==> src/rtl/seg_display_arbiter.sv <==
// Round-robin owner of the 2-digit seven-segment display with minimum hold before preemption.
// Optional build macro SEG_BLANK_IDLE_EN blanks the segments whenever nobody owns the display.
module seg_display_arbiter #(
    parameter int unsigned N_REQ       = 4,
    parameter int unsigned HOLD_CYCLES = 50000000,
    parameter int unsigned SCAN_DIV    = 1024
) (
    input  logic                     clk,
    input  logic                     rst,
    input  logic [N_REQ-1:0]         req,
    input  logic [8*N_REQ-1:0]       value,
    output logic [N_REQ-1:0]         gnt,
    output logic [$clog2(N_REQ)-1:0] owner_id,
    output logic                     busy,
    output logic [7:0]               digit_seg,
    output logic [1:0]               digit_cath
);
    localparam int unsigned IW = $clog2(N_REQ);
    localparam int unsigned HW = (HOLD_CYCLES > 1) ? $clog2(HOLD_CYCLES) : 1;
    localparam int unsigned SW = (SCAN_DIV > 1) ? $clog2(SCAN_DIV) : 1;
    localparam logic [HW-1:0] HOLD_MAX = HW'(HOLD_CYCLES - 1);
    localparam logic [SW-1:0] SCAN_MAX = SW'(SCAN_DIV - 1);
    localparam logic [IW-1:0] LAST_ID  = IW'(N_REQ - 1);

    typedef enum logic {StIdle, StOwn} state_t;

    state_t           state;
    logic [IW-1:0]    ptr;
    logic [HW-1:0]    hold;
    logic [7:0]       latched;
    logic [SW-1:0]    scan_cnt;
    logic             sel;

    logic [IW-1:0]    next_id;
    logic [IW-1:0]    search_start;
    logic [N_REQ-1:0] search_mask;
    logic             found;
    logic [IW-1:0]    pick;
    logic [N_REQ-1:0] pick_onehot;
    logic [7:0]       owner_val;
    logic [3:0]       nibble;
    logic [7:0]       seg_hex;
    int unsigned      idx;

    assign next_id   = (owner_id == LAST_ID) ? '0 : owner_id + 1'b1;
    assign owner_val = value[{owner_id, 3'b000} +: 8];

    // While owning, the search excludes the owner and starts just after it.
    assign search_start = (state == StOwn) ? next_id : ptr;
    assign search_mask  = (state == StOwn) ? (req & ~gnt) : req;

    always_comb begin
        found       = 1'b0;
        pick        = '0;
        idx         = 0;
        pick_onehot = '0;
        for (int k = 0; k < int'(N_REQ); k++) begin
            idx = (int'(search_start) + k) % N_REQ;
            if (!found && search_mask[IW'(idx)]) begin
                found = 1'b1;
                pick  = IW'(idx);
            end
        end
        pick_onehot[pick] = found;
    end

    always_ff @(posedge clk) begin
        if (rst) begin
            state    <= StIdle;
            gnt      <= '0;
            owner_id <= '0;
            ptr      <= '0;
            hold     <= '0;
            latched  <= 8'h00;
        end else begin
            case (state)
                StIdle: begin
                    if (found) begin
                        state    <= StOwn;
                        gnt      <= pick_onehot;
                        owner_id <= pick;
                        hold     <= '0;
                    end
                end
                StOwn: begin
                    latched <= owner_val;
                    if (!req[owner_id]) begin
                        ptr  <= next_id;
                        hold <= '0;
                        if (found) begin
                            gnt      <= pick_onehot;
                            owner_id <= pick;
                        end else begin
                            state    <= StIdle;
                            gnt      <= '0;
                            owner_id <= '0;
                        end
                    end else if (found && hold == HOLD_MAX) begin
                        ptr      <= next_id;
                        gnt      <= pick_onehot;
                        owner_id <= pick;
                        hold     <= '0;
                    end else if (hold != HOLD_MAX) begin
                        hold <= hold + 1'b1;
                    end
                end
                default: state <= StIdle;
            endcase
        end
    end

    assign busy = |gnt;

    always_ff @(posedge clk) begin
        if (rst) begin
            scan_cnt <= '0;
            sel      <= 1'b0;
        end else if (scan_cnt == SCAN_MAX) begin
            scan_cnt <= '0;
            sel      <= ~sel;
        end else begin
            scan_cnt <= scan_cnt + 1'b1;
        end
    end

    always_comb begin
        nibble  = sel ? latched[7:4] : latched[3:0];
        seg_hex = 8'h00;
        case (nibble)
            4'h0: seg_hex = 8'hFC;
            4'h1: seg_hex = 8'h60;
            4'h2: seg_hex = 8'hDA;
            4'h3: seg_hex = 8'hF2;
            4'h4: seg_hex = 8'h66;
            4'h5: seg_hex = 8'hB6;
            4'h6: seg_hex = 8'hBE;
            4'h7: seg_hex = 8'hE0;
            4'h8: seg_hex = 8'hFE;
            4'h9: seg_hex = 8'hF6;
            4'hA: seg_hex = 8'hEE;
            4'hB: seg_hex = 8'h3E;
            4'hC: seg_hex = 8'h9C;
            4'hD: seg_hex = 8'h7A;
            4'hE: seg_hex = 8'h9E;
            4'hF: seg_hex = 8'h8E;
            default: seg_hex = 8'h00;
        endcase
    end

    assign digit_cath = {sel, ~sel};

`ifdef SEG_BLANK_IDLE_EN
    assign digit_seg = busy ? seg_hex : 8'h00;
`else
    assign digit_seg = seg_hex;
`endif

endmodule
==> config.mk <==
export PLATFORM = sky130hd
export DESIGN_NAME = seg_display_arbiter
export DESIGN_NICKNAME = d
export VERILOG_FILES = /design/src/rtl/seg_display_arbiter.sv
export SDC_FILE = /design/constraint.sdc
export NUM_CORES = 1
export LEC_CHECK = 0
export CAP_MARGIN = 15
export CORE_MARGIN = 1
export CORE_UTILIZATION = 42
export DETAILED_ROUTE_END_ITERATION = 10
export MAX_ROUTING_LAYER = met4
export PLACE_DENSITY = 0.77
export RECOVER_POWER = 50
export SYNTH_ARGS = -nofsm -noshare
export SYNTH_HDL_FRONTEND = slang
export SYNTH_SLANG_ARGS = --single-unit
==> constraint.sdc <==
create_clock -name clk -period 2.42 [get_ports clk]
set_input_delay 0.242 -clock clk [delete_from_list [all_inputs] [get_ports clk]]
set_output_delay 0.242 -clock clk [all_outputs]
set_load 0.01 [all_outputs]
; ---- After elaboration in Yosys (flattened, before gate mapping)
; Memory sizes are Yosys's and may differ from the RTL's.
; Cells that the tools add are included.
; Widths: inputs -> output; s select.
[totals]
ram_bits = 0
latchBits = 0
in_bits = 38
n_memories = 1
word_cells = 93
mem_bits_ro = 112
out_inout_bits = 17
register_bits = 54
[op_classes]
n_shift = 1
n_lt_le_gt_ge = 7
n_eq_ne = 8
n_bitwise = 5
n_reduce_logical = 13
div_mod_pow = 0
mul = 0
n_addsub = 6
muxes = 44
[mem_list]
columns = memory, words, width, rd, rd_ports_with_merged_regs, wr, line_no
row1 = (name not given), 16, 7, 1, 0, 0, 129  ; case (nibble)
[ops]
columns = cell, count
row1 = $mux 26, 4
row2 = $pmux 26 s2, 1
row3 = $shiftx 32x6->8, 1
row4 = $add 26x1->26 const B, 1
row5 = $eq 26x26->1 const B, 1
row6 = $ne 26x26->1 const B, 1
row7 = $mux 2, 12
row8 = $mux 4, 6
row9 = $lt 2x3->1 const B, 6
row10 = $mux 1, 12
row11 = $add 10x1->10 const B, 1
row12 = $bmux 1 s2, 5
row13 = $eq 10x10->1 const B, 1
row14 = $and 4x4->4, 2
row15 = $pmux 4 s2, 1
row16 = $reduce_and 2->1, 3
row17 = $logic_and 1x1->1, 5
row18 = $add 2x1->2 const B, 2
row19 = $add 2x2->2 const B, 2
row20 = $ne 4x2->1 const B, 1
row21 = $not 4->4, 1
row22 = $pmux 2 s2, 1
row23 = $reduce_or 4->1, 1
row24 = $logic_not 1->1, 3
row25 = other kinds (9), 10

; ---- Logic depth before layout (Yosys ltp)
; Gate-level depths: netlist (run 1).
[logic_depth]
word_depth = 23
mapped_depth = 8

; ---- Least setup slack after synthesis (run 1)
; No wires, ideal clock.
[synth_path]
path_kind = reg-to-output
start = register sel
end = output digit_seg[4]
slack_ns = 0.281
required_ns = 2.178
arrival_ns = 1.897
stages_incl_launch_ff = 7
n_path_buf = 1
path_cell_list = dfxtp_1 > clkbuf_1 > mux2i_1 > inv_1 > ha_1 > mux4_2 > inv_1
[synth_between]
elab_chain_cells = 2
[synth_rtl]
columns = element, line_no
row1 = start: declaration, 32  ; logic sel;
row2 = start signal: assignment, 120  ; sel <= ~sel;
row3 = $mux 4, 127  ; nibble = sel ? latched[7:4] : latched[3:0];
row4 = $mem_v2 16x7, n/a
row5 = end: declaration, 15  ; output logic [7:0] digit_seg,
; Every way passes these cells.

; ---- Worst setup path in the final report (run 1)
; Ends and elaborated chain as after synthesis.

==> results of run 1 <==
[metal layers]
metal / vias to the layer above / track usage (%)
li1: 1335 / -
met1: 1242 / 20.8
met2: 55 / 30.4
met3: 7 / 2.45
met4: 0 / 5.87
met5: - / -
[synth_stat cells (8+ instances only)]
cell type | count | share of area, %
nor2_1 | 55 | 6.6
dfxtp_1 | 54 | 35
xnor2_1 | 27 | 7.6
nand2_1 | 23 | 2.8
a21oi_1 | 17 | 2.7
mux2i_1 | 17 | 5.5
inv_1 | 15 | 1.8
nand3_1 | 13 | 2.1
ha_1 | 10 | 4.0
nor2_2 | 10 | 2.0
mux4_2 | 9 | 6.5
nor3_1 | 8 | 1.3
[layout make-up]
class / count / area [µm²] / area share, %
clock buffers: 5 / 68.8 / 1.76
well taps: 99 / 124 / 3.18
clock inverters: 3 / 40.0 / 1.03
inverters: 15 / 56.3 / 1.44
multi-input cells: 266 / 1890 / 48.5
repair buffers: 68 / 633 / 16.2
flip-flops and latches: 54 / 1080 / 27.8
[cell families after synthesis]
| kind of cell | count (synthesis) | share of synthesized area (%) |
|---|---|---|
| flops | 54 | 34.7 |
| other cells | 1 | 0.120 |
| buf+inv | 30 | 4.65 |
| simple gates | 150 | 23.8 |
| mux | 31 | 13.8 |
| fa+ha+maj | 10 | 4.01 |
| compound gates | 41 | 9.71 |
| xor+xnor | 33 | 9.27 |
[worst max-delay path, stage by stage (launching register included)]
cell and delay (ns):
dfxtp_4 0.37, mux2i_2 0.15, buf_4 0.15, ha_1 0.30, inv_1 0.04, mux4_2 0.44, inv_1 0.06, dlygate4sd2_1 0.26
[path summary, 6_finish.rpt]
check	startpoint	end	cells past startpoint	slack, ns
max	sel	digit_seg[4]	7	0.10
min	scan_cnt[0]	scan_cnt[0]	1	0.49
max reg2reg	hold[16]	hold[3]	7	0.20
min reg2reg	scan_cnt[0]	scan_cnt[0]	1	0.49
[sequential cells by signal, indices dropped and copies added (netlist names)]
signal,count
hold,26
latched,8
gnt,4
sel,1
owner_id,2
state,1
scan_cnt,10
ptr,2
[power breakdown]
group / internal [µW] / leakage [µW] / switching [µW]
Clock: 305 / 0.0000579 / 281
Combinational: 334 / 0.000918 / 287
Sequential: 934 / 0.000440 / 45.6
[metrics by stage]
stage | setup WS, ns | power, µW | hold WS (ns) | cells | utilization [%]
6_report | 0.102 | 2190 | 0.488 | 510 | 54.1
5_1_grt | 0.00285 | 2310 | 0.518 | 510 | 54.1
4_1_cts | 0.00996 | 2230 | 0.491 | 510 | 54.4
3_5_place_dp | 0.0770 | 1650 | 0.460 | 502 | 52.8
3_3_place_gp | 0.136 | 1630 | 0.447 | 502 | 52.8
2_1_floorplan | 0.281 | 1390 | 0.430 | 350 | -
[what timing repair did]
action | in CTS | in global routing
gates cloned | 0 | 0
setup endpoints to repair | 6 | 3
resized for setup | 8 | 3
pin swaps | 0 | 0
==> results.json, run 1 <==
{
  "outcome": "finished clean",
  "synth_nets": 398,
  "hpwl_mm": 5.01,
  "cp.arrival_ns": 2.08,
  "overflow": 0,
  "rows": 31,
  "post_cts_buffers": 0,
  "irDropWorstVdd_mv": 0.331,
  "final_nets": 458,
  "finalMaxSlewViolations": 0,
  "layout_common_cells": "nor2_1 (56), dfxtp_1 (53), clkdlybuf4s50_1 (37), xnor2_1 (27), nand2_1 (23)",
  "ios": 55,
  "maxCapViolations": 0,
  "crit_type": "flip-flop to output port",
  "first_global_vias": 2401,
  "routed.top_layer": "met4",
  "worst_pin_slew_ns": 0.611,
  "routed_wl_mm": 6.46,
  "p_leak_uw": 0.00142,
  "end_kind": "output port",
  "rsz0062_at_grt": "false",
  "port_buffers": 53,
  "dpl_cell_area_um2": 3810,
  "die_x_um": 88.2,
  "synth_enable_flop_cells": 0,
  "period_share_pct": 95.8,
  "cts_buffer_depth": 2,
  "cts_sinks": 54,
  "worstSetupStartpointType": "flip-flop",
  "wl_per_cell_um": 12.7,
  "wl_met2_mm": 3.17,
  "ys_seq_area_share_pct": 34.7,
  "synthesis.area_um2": 3120,
  "drive_gt1_share_pct": 13.1,
  "period_minus_slack_ns": 2.32,
  "num_antenna_cells": 0,
  "slew_headroom_pct": 58.9,
  "fillers": 698,
  "synthCells": 350,
  "first_iter_violations": 90,
  "grt_max_degree": 27,
  "h-tree-depth": 2,
  "cts_buffers": 5,
  "vias": 2639,
  "ys_seq_elements": 54,
  "finalHoldViolations": 0,
  "firstDrtPassIters": 4,
  "grt_pass1_wl_mm": 10.5,
  "vias_per_cell": 5.17,
  "antenna_found_initial": 0,
  "powerDensity_nw_per_um2": 560,
  "skew_ns": 0.00459,
  "setup_tns_ns": 0,
  "initial_core_util_pct": 43.2,
  "path_clk_slew_ns": 0.09,
  "die_h_um": 88.2,
  "cts_hold_buffers": 0,
  "avgSynthCellArea_um2": 8.91,
  "cp.required_ns": 2.18,
  "cts_tree": "built",
  "hp-class": "flip-flop to flip-flop",
  "setup_viol_count_final": 0,
  "drcViolationCount": 0,
  "die_area_um2": 7770,
  "synthArstFlopShare_pct": 0,
  "synth_flop_cell": "dfxtp_1",
  "final_cell_area_um2": 3900,
  "area_growth_pct": 25.1,
  "root_buffer": "clkbuf_8",
  "cp_max_fo": 5,
  "synth_cell_type_count": 49,
  "final_common_cell": "nor2_1",
  "ant_nets": 0,
  "gp_congestion": 0.806,
  "fp.coreArea_um2": 7210,
  "clk_latency_ns": 0.30,
  "yosys_warnings": 0,
  "max_freq_ghz": 0.431,
  "met3WireLength_um": 209,
  "met1_length_mm": 3.00,
  "grt_use_total_pct": 17.5
}
Power figures use the tool's default switching activity.
==> run 2: changes to the inputs <==
--- a/constraint.sdc
+++ b/constraint.sdc
@@ -3,2 +3,2 @@
 set_output_delay 0.242 -clock clk [all_outputs]
-set_load 0.01 [all_outputs]
+set_load 0.1 [all_outputs]
==> results.json, run 2 (synthesis gave the netlist of run 1 again) <==
{
  "rr_endpoint": "hold[5]",
  "firstDrtPassIters": 4,
  "period_share_pct": 96.1,
  "p_leak_uw": 0.00143,
  "finalHoldViolations": 0,
  "drive_gt1_share_pct": 18.9,
  "port_buffers": 53,
  "gp_congestion": 0.823,
  "wl_per_cell_um": 12.9,
  "num_antenna_cells": 0,
  "irDropWorstVdd_mv": 0.639,
  "hpwl_mm": 5.06,
  "ios": 55,
  "die_area_um2": 7770,
  "cts_tree": "built",
  "r2r_start": "hold[10]",
  "hold_start": "scan_cnt[0]",
  "final_common_cell": "nor2_1",
  "finalNonFillerCells": 511,
  "antenna_found_initial": 0,
  "rsz0062_at_grt": "false",
  "cp_max_fo": 5,
  "layout_common_cells": "nor2_1 (55), dfxtp_1 (47), clkdlybuf4s50_1 (36), xnor2_1 (27), nand2_1 (23)",
  "outcome": "finished clean",
  "cts_hold_buffers": 0,
  "r2r_cells": 7,
  "hp-class": "flip-flop to flip-flop",
  "cp.arrival_ns": 2.08,
  "die_h_um": 88.2,
  "top_register": "hold",
  "cts_buffer_depth": 2,
  "worstHoldPathCells": 1,
  "reg_top3": "hold x26, scan_cnt x10, latched x8",
  "cp.required_ns": 2.18,
  "initial_core_util_pct": 43.2,
  "powerDensity_nw_per_um2": 639,
  "worst_pin_slew_ns": 1.17,
  "drcViolationCount": 0,
  "skew_ns": 0.0125,
  "rrSetupSlack_ns": 0.17,
  "fillers": 684,
  "vias_per_cell": 5.09,
  "vias": 2600,
  "power_uw": 2540,
  "hold_ws_ns": 0.473,
  "crit_type": "flip-flop to output port",
  "grt_max_degree": 27,
  "slew_headroom_pct": 22.5,
  "largest_reg_flops": 26,
  "ant_nets": 0,
  "setup_slack_ns": 0.0951,
  "setup_viol_count_final": 0,
  "finalMaxSlewViolations": 0,
  "first_global_vias": 2379,
  "overflow": 0,
  "routed_wl_mm": 6.59,
  "fp.coreArea_um2": 7210,
  "path_clk_slew_ns": 0.09,
  "area_growth_pct": 27.4,
  "root_buffer": "clkbuf_8",
  "holdPathEnd": "scan_cnt[0]",
  "clk_latency_ns": 0.31,
  "rows": 31,
  "die_x_um": 88.2,
  "h-tree-depth": 2,
  "cts_buffers": 5,
  "max_freq_ghz": 0.430,
  "cts_sinks": 54,
  "end_kind": "output port",
  "period_minus_slack_ns": 2.32,
  "post-place-ws_ns": 0.0594,
  "maxCapViolations": 0,
  "grt_use_total_pct": 17.9,
  "final_nets": 459,
  "worstSetupStartpointType": "flip-flop",
  "grt_pass1_wl_mm": 10.7,
  "first_iter_violations": 110,
  "placed_cells": 503
}
-- run 2: cell count changes in the layout (fill, tap and decap cells not counted), moves of 2 or more --
| cell | before | now |
|---|---|---|
| a21oi_1 | 17 | 14 |
| a21oi_4 | 0 | 2 |
| buf_12 | 0 | 8 |
| clkbuf_1 | 2 | 10 |
| clkbuf_2 | 0 | 2 |
| dfxtp_1 | 53 | 47 |
| dfxtp_2 | 0 | 5 |
| dlygate4sd2_1 | 4 | 0 |
| dlygate4sd3_1 | 10 | 1 |
| o22a_1 | 2 | 0 |
| o22a_2 | 0 | 2 |
-- run 2: cell type report --
cell class | count | area (µm²) | area share [%]
clock buffer | 6 | 72.6 | 1.83
tap | 99 | 124 | 3.12
sequential | 54 | 1090 | 27.6
timing repair buffer | 69 | 672 | 16.9
inverter | 15 | 60.1 | 1.51
multi-input combinational | 266 | 1940 | 48.7
clock inverter | 2 | 13.8 | 0.346
-- run 2: power by group --
group	internal, µW	switching, µW	leakage [µW]
logic	394	644	0.000941
clock network	205	293	0.0000452
registers	938	63.6	0.000442
-- run 2: per-layer routing --
metal,vias up,track usage [%],part of all wire (%)
li1,1328,-,-
met1,1197,23.3,45
met2,68,28.5,49
met3,7,3.11,3.8
met4,0,5.28,1.5
met5,-,-,0
-- run 2: critical path: stages, from the launching register on --
cell and delay, ns:
dfxtp_4 0.38, mux2i_2 0.16, buf_4 0.16, ha_1 0.29
inv_1 0.04, mux4_2 0.48, clkinvlp_4 0.10, buf_12 0.16
-- run 2: worst max path at each step --
stage	startpoint	end	slack, ns	cells after the start
after floorplan	sel	digit_seg[6]	-0.01	6
after global placement	req[0]	ptr[0]	0.09	7
after detailed placement	req[0]	ptr[0]	0.06	7
after CTS	sel	digit_seg[4]	0.02	6
after global routing	sel	digit_seg[4]	0.02	7
final	sel	digit_seg[4]	0.1	7
-- run 2: what timing repair did --
action / 4_1_cts / 5_1_grt
buffers inserted: 0 / 0
endpoints found under the hold margin: 0 / 0
resized for setup: 1 / 3
endpoints found under the setup margin: 2 / 4
-- run 2: through the flow --
step,setup TNS [ns],util [%],instance area (µm²)
floorplan,-0.0223,-,3170
global placement,0,54.3,3920
detailed placement,0,54.3,3920
CTS,0,55.5,4000
global route,0,55.1,3970
finish,0,55.1,3970
==> run 3: changes to the inputs <==
- ABC_AREA: unset -> 1
- PLACE_DENSITY: 0.77 -> 0.76
==> results.json, run 3 <==
{
  "outcome": "finished clean",
  "ios": 55,
  "register_area_um2": 1090,
  "ys_seq_area_share_pct": 29.6,
  "end_kind": "output port",
  "yosys.area.top_type_share_pct": 29.6,
  "cp_max_fo": 11,
  "clk_latency_ns": 0.31,
  "overflow": 0,
  "p_leak_uw": 0.00189,
  "finalHoldViolations": 0,
  "cp.required_ns": 2.18,
  "firstDrtPassIters": 4,
  "cts_buffer_depth": 2,
  "first_iter_violations": 182,
  "area_growth_pct": 22.8,
  "port_buffers": 53,
  "skew_ns": 0.00717,
  "drcViolationCount": 0,
  "h-tree-depth": 2,
  "max_freq_ghz": 0.441,
  "num_antenna_cells": 0,
  "cts_tree": "built",
  "initial_core_util_pct": 44.0,
  "rows": 33,
  "yosys-top-cells-area": "dfxtp_1 (30%), nand2_1 (13%), nor2_1 (8.0%), inv_1 (6.4%), nand3_1 (5.8%)",
  "die_x_um": 95.3,
  "worstSetupStartpointType": "flip-flop",
  "yosysMostFrequentCell": "nand2_1",
  "synth_enable_flop_cells": 0,
  "vias": 3767,
  "synth_nets": 611,
  "synthesis.area_um2": 3650,
  "multi_input_area_um2": 2270,
  "synth_common_cells": "nand2_1 (131), nor2_1 (78), inv_1 (62)",
  "grt_pass1_wl_mm": 14.9,
  "grt_max_degree": 23,
  "powerDensity_nw_per_um2": 983,
  "worst_pin_slew_ns": 1.17,
  "cts_buffers": 5,
  "root_buffer": "clkbuf_8",
  "avgSynthCellArea_um2": 6.49,
  "gp_congestion": 0.870,
  "fp.coreArea_um2": 8300,
  "final_common_cell": "nand2_1",
  "die_area_um2": 9080,
  "vias_per_cell": 5.22,
  "cpMostUsedCell": "inv_1",
  "slew_headroom_pct": 22.7,
  "rsz0062_at_grt": "false",
  "irDropWorstVdd_mv": 0.538,
  "first_global_vias": 3499,
  "hpwl_mm": 6.68,
  "ant_nets": 0,
  "period_share_pct": 93.6,
  "ys_seq_elements": 54,
  "synth_flop_cell": "dfxtp_1",
  "antenna_found_initial": 0,
  "period_minus_slack_ns": 2.27,
  "synthArstFlopShare_pct": 0,
  "die_h_um": 95.3,
  "reg_top3": "hold x26, scan_cnt x10, latched x8",
  "path_clk_slew_ns": 0.10,
  "setup_viol_count_final": 0,
  "cp.arrival_ns": 2.02,
  "cts_sinks": 54,
  "synthCells": 563,
  "crit_chain": "o21ai_2, inv_1, ha_1, inv_1, nand2_1, o21ai_0, nor2_1, a21oi_4, buf_12",
  "power_uw": 4410,
  "hold_ws_ns": 0.467,
  "grt_use_total_pct": 20.9,
  "slowest_delay_ns": 0.40,
  "layout_common_cells": "nand2_1 (130), nor2_1 (77), inv_1 (62), dfxtp_1 (50), nand3_1 (42)",
  "fillers": 811,
  "yosys_warnings": 0,
  "routed_wl_mm": 8.88,
  "final_nets": 663,
  "wl_per_cell_um": 12.3,
  "placed_cells": 711,
  "top_register": "hold",
  "finalMaxSlewViolations": 0,
  "crit_type": "flip-flop to output port",
  "finalNonFillerCells": 721,
  "largest_reg_flops": 26,
  "hp-class": "flip-flop to flip-flop",
  "maxCapViolations": 0,
  "slowest_stage": "dfxtp_4",
  "synth_top_area_cell": "dfxtp_1",
  "drive_gt1_share_pct": 12.5,
  "synth_cell_type_count": 43
}
[run 3: cell count changes after synthesis, moves of 12 or more]
cell and change:
nand3_1 +29, nor2_1 +23, xnor2_1 -26, inv_1 +47, o21ai_0 +30, nand2_1 +108
nand2_2 +12, mux2i_1 -13, a21oi_1 +13
[run 3: repair_timing]
item | CTS | global route
hold buffers | 0 | 0
resized for setup | 5 | 7
setup buffers | 0 | 2
endpoints found under the setup margin | 7 | 25
[run 3: worst paths after layout]
path | startpoint | to | slack [ns] | depth (start not counted)
worst max-delay path | sel | digit_seg[4] | 0.15 | 9
worst max register to register | owner_id[0] | hold[17] | 0.18 | 14
worst min register to register | scan_cnt[9] | scan_cnt[9] | 0.47 | 2
worst min-delay path | scan_cnt[9] | scan_cnt[9] | 0.47 | 2
[run 3: cells by family (layout without fill, tap and decap cells)]
kind of cell | Yosys count | count (layout) | synth area share [%]
xor gates and xnor gates | 13 | 13 | 3.12
other | 1 | 1 | 0.103
DFF | 54 | 54 | 29.6
buffers and inverters | 87 | 140 | 10.4
muxes | 4 | 4 | 1.10
and+or+nand+nor | 316 | 316 | 40.4
AOI/OAI and AO/OA | 78 | 78 | 11.9
adders and majority gates | 10 | 10 | 3.42
[run 3: critical path, delay by kind of cell (launching register included)]
family                     cells  cell delay, ns
buffers and inverters          3            0.38
AOI/OAI and AO/OA              3            0.51
adders and majority gates      1            0.21
and+or+nand+nor                2            0.20
DFF                            1            0.40
[run 3: area by class of cell]
class	instances	share of cell area, %
inverters	67	5.66
multi-input cells	422	50.5
repair buffers	65	14.1
flip-flops and latches	54	24.2
well taps	105	2.93
clock buffers	5	1.53
clock inverters	3	1.09
[run 3: metrics by stage]
step                      worst slack (ns)  utilization, %  instance area (µm²)  TNS [ns]
after global routing              0.000627            54.1                 4490         0
after CTS                         0.000667            54.0                 4490         0
after floorplan                    -0.0865               -                 3710    -0.105
after detailed placement            0.0506            52.6                 4370         0
after global placement               0.116            52.6                 4370         0
final                                0.154            54.1                 4490         0
[run 3: report_power, final]
part | internal [µW] | leakage [µW] | switching (µW)
Sequential | 987 | 0.000441 | 77.4
Combinational | 779 | 0.00139 | 1940
Clock | 315 | 0.0000563 | 315
[run 3: routing by layer]
| layer | routed length (µm) | global-route usage, % | part of all wire (%) | vias to the layer above |
|---|---|---|---|---|
| met5 | 0 | - | 0 | - |
| met1 | 4130 | 25.3 | 47 | 1750 |
| met4 | 100 | 6.19 | 1.1 | 0 |
| met3 | 436 | 3.27 | 4.9 | 11 |
| li1 | - | - | - | 1927 |
| met2 | 4210 | 35.7 | 47 | 79 |
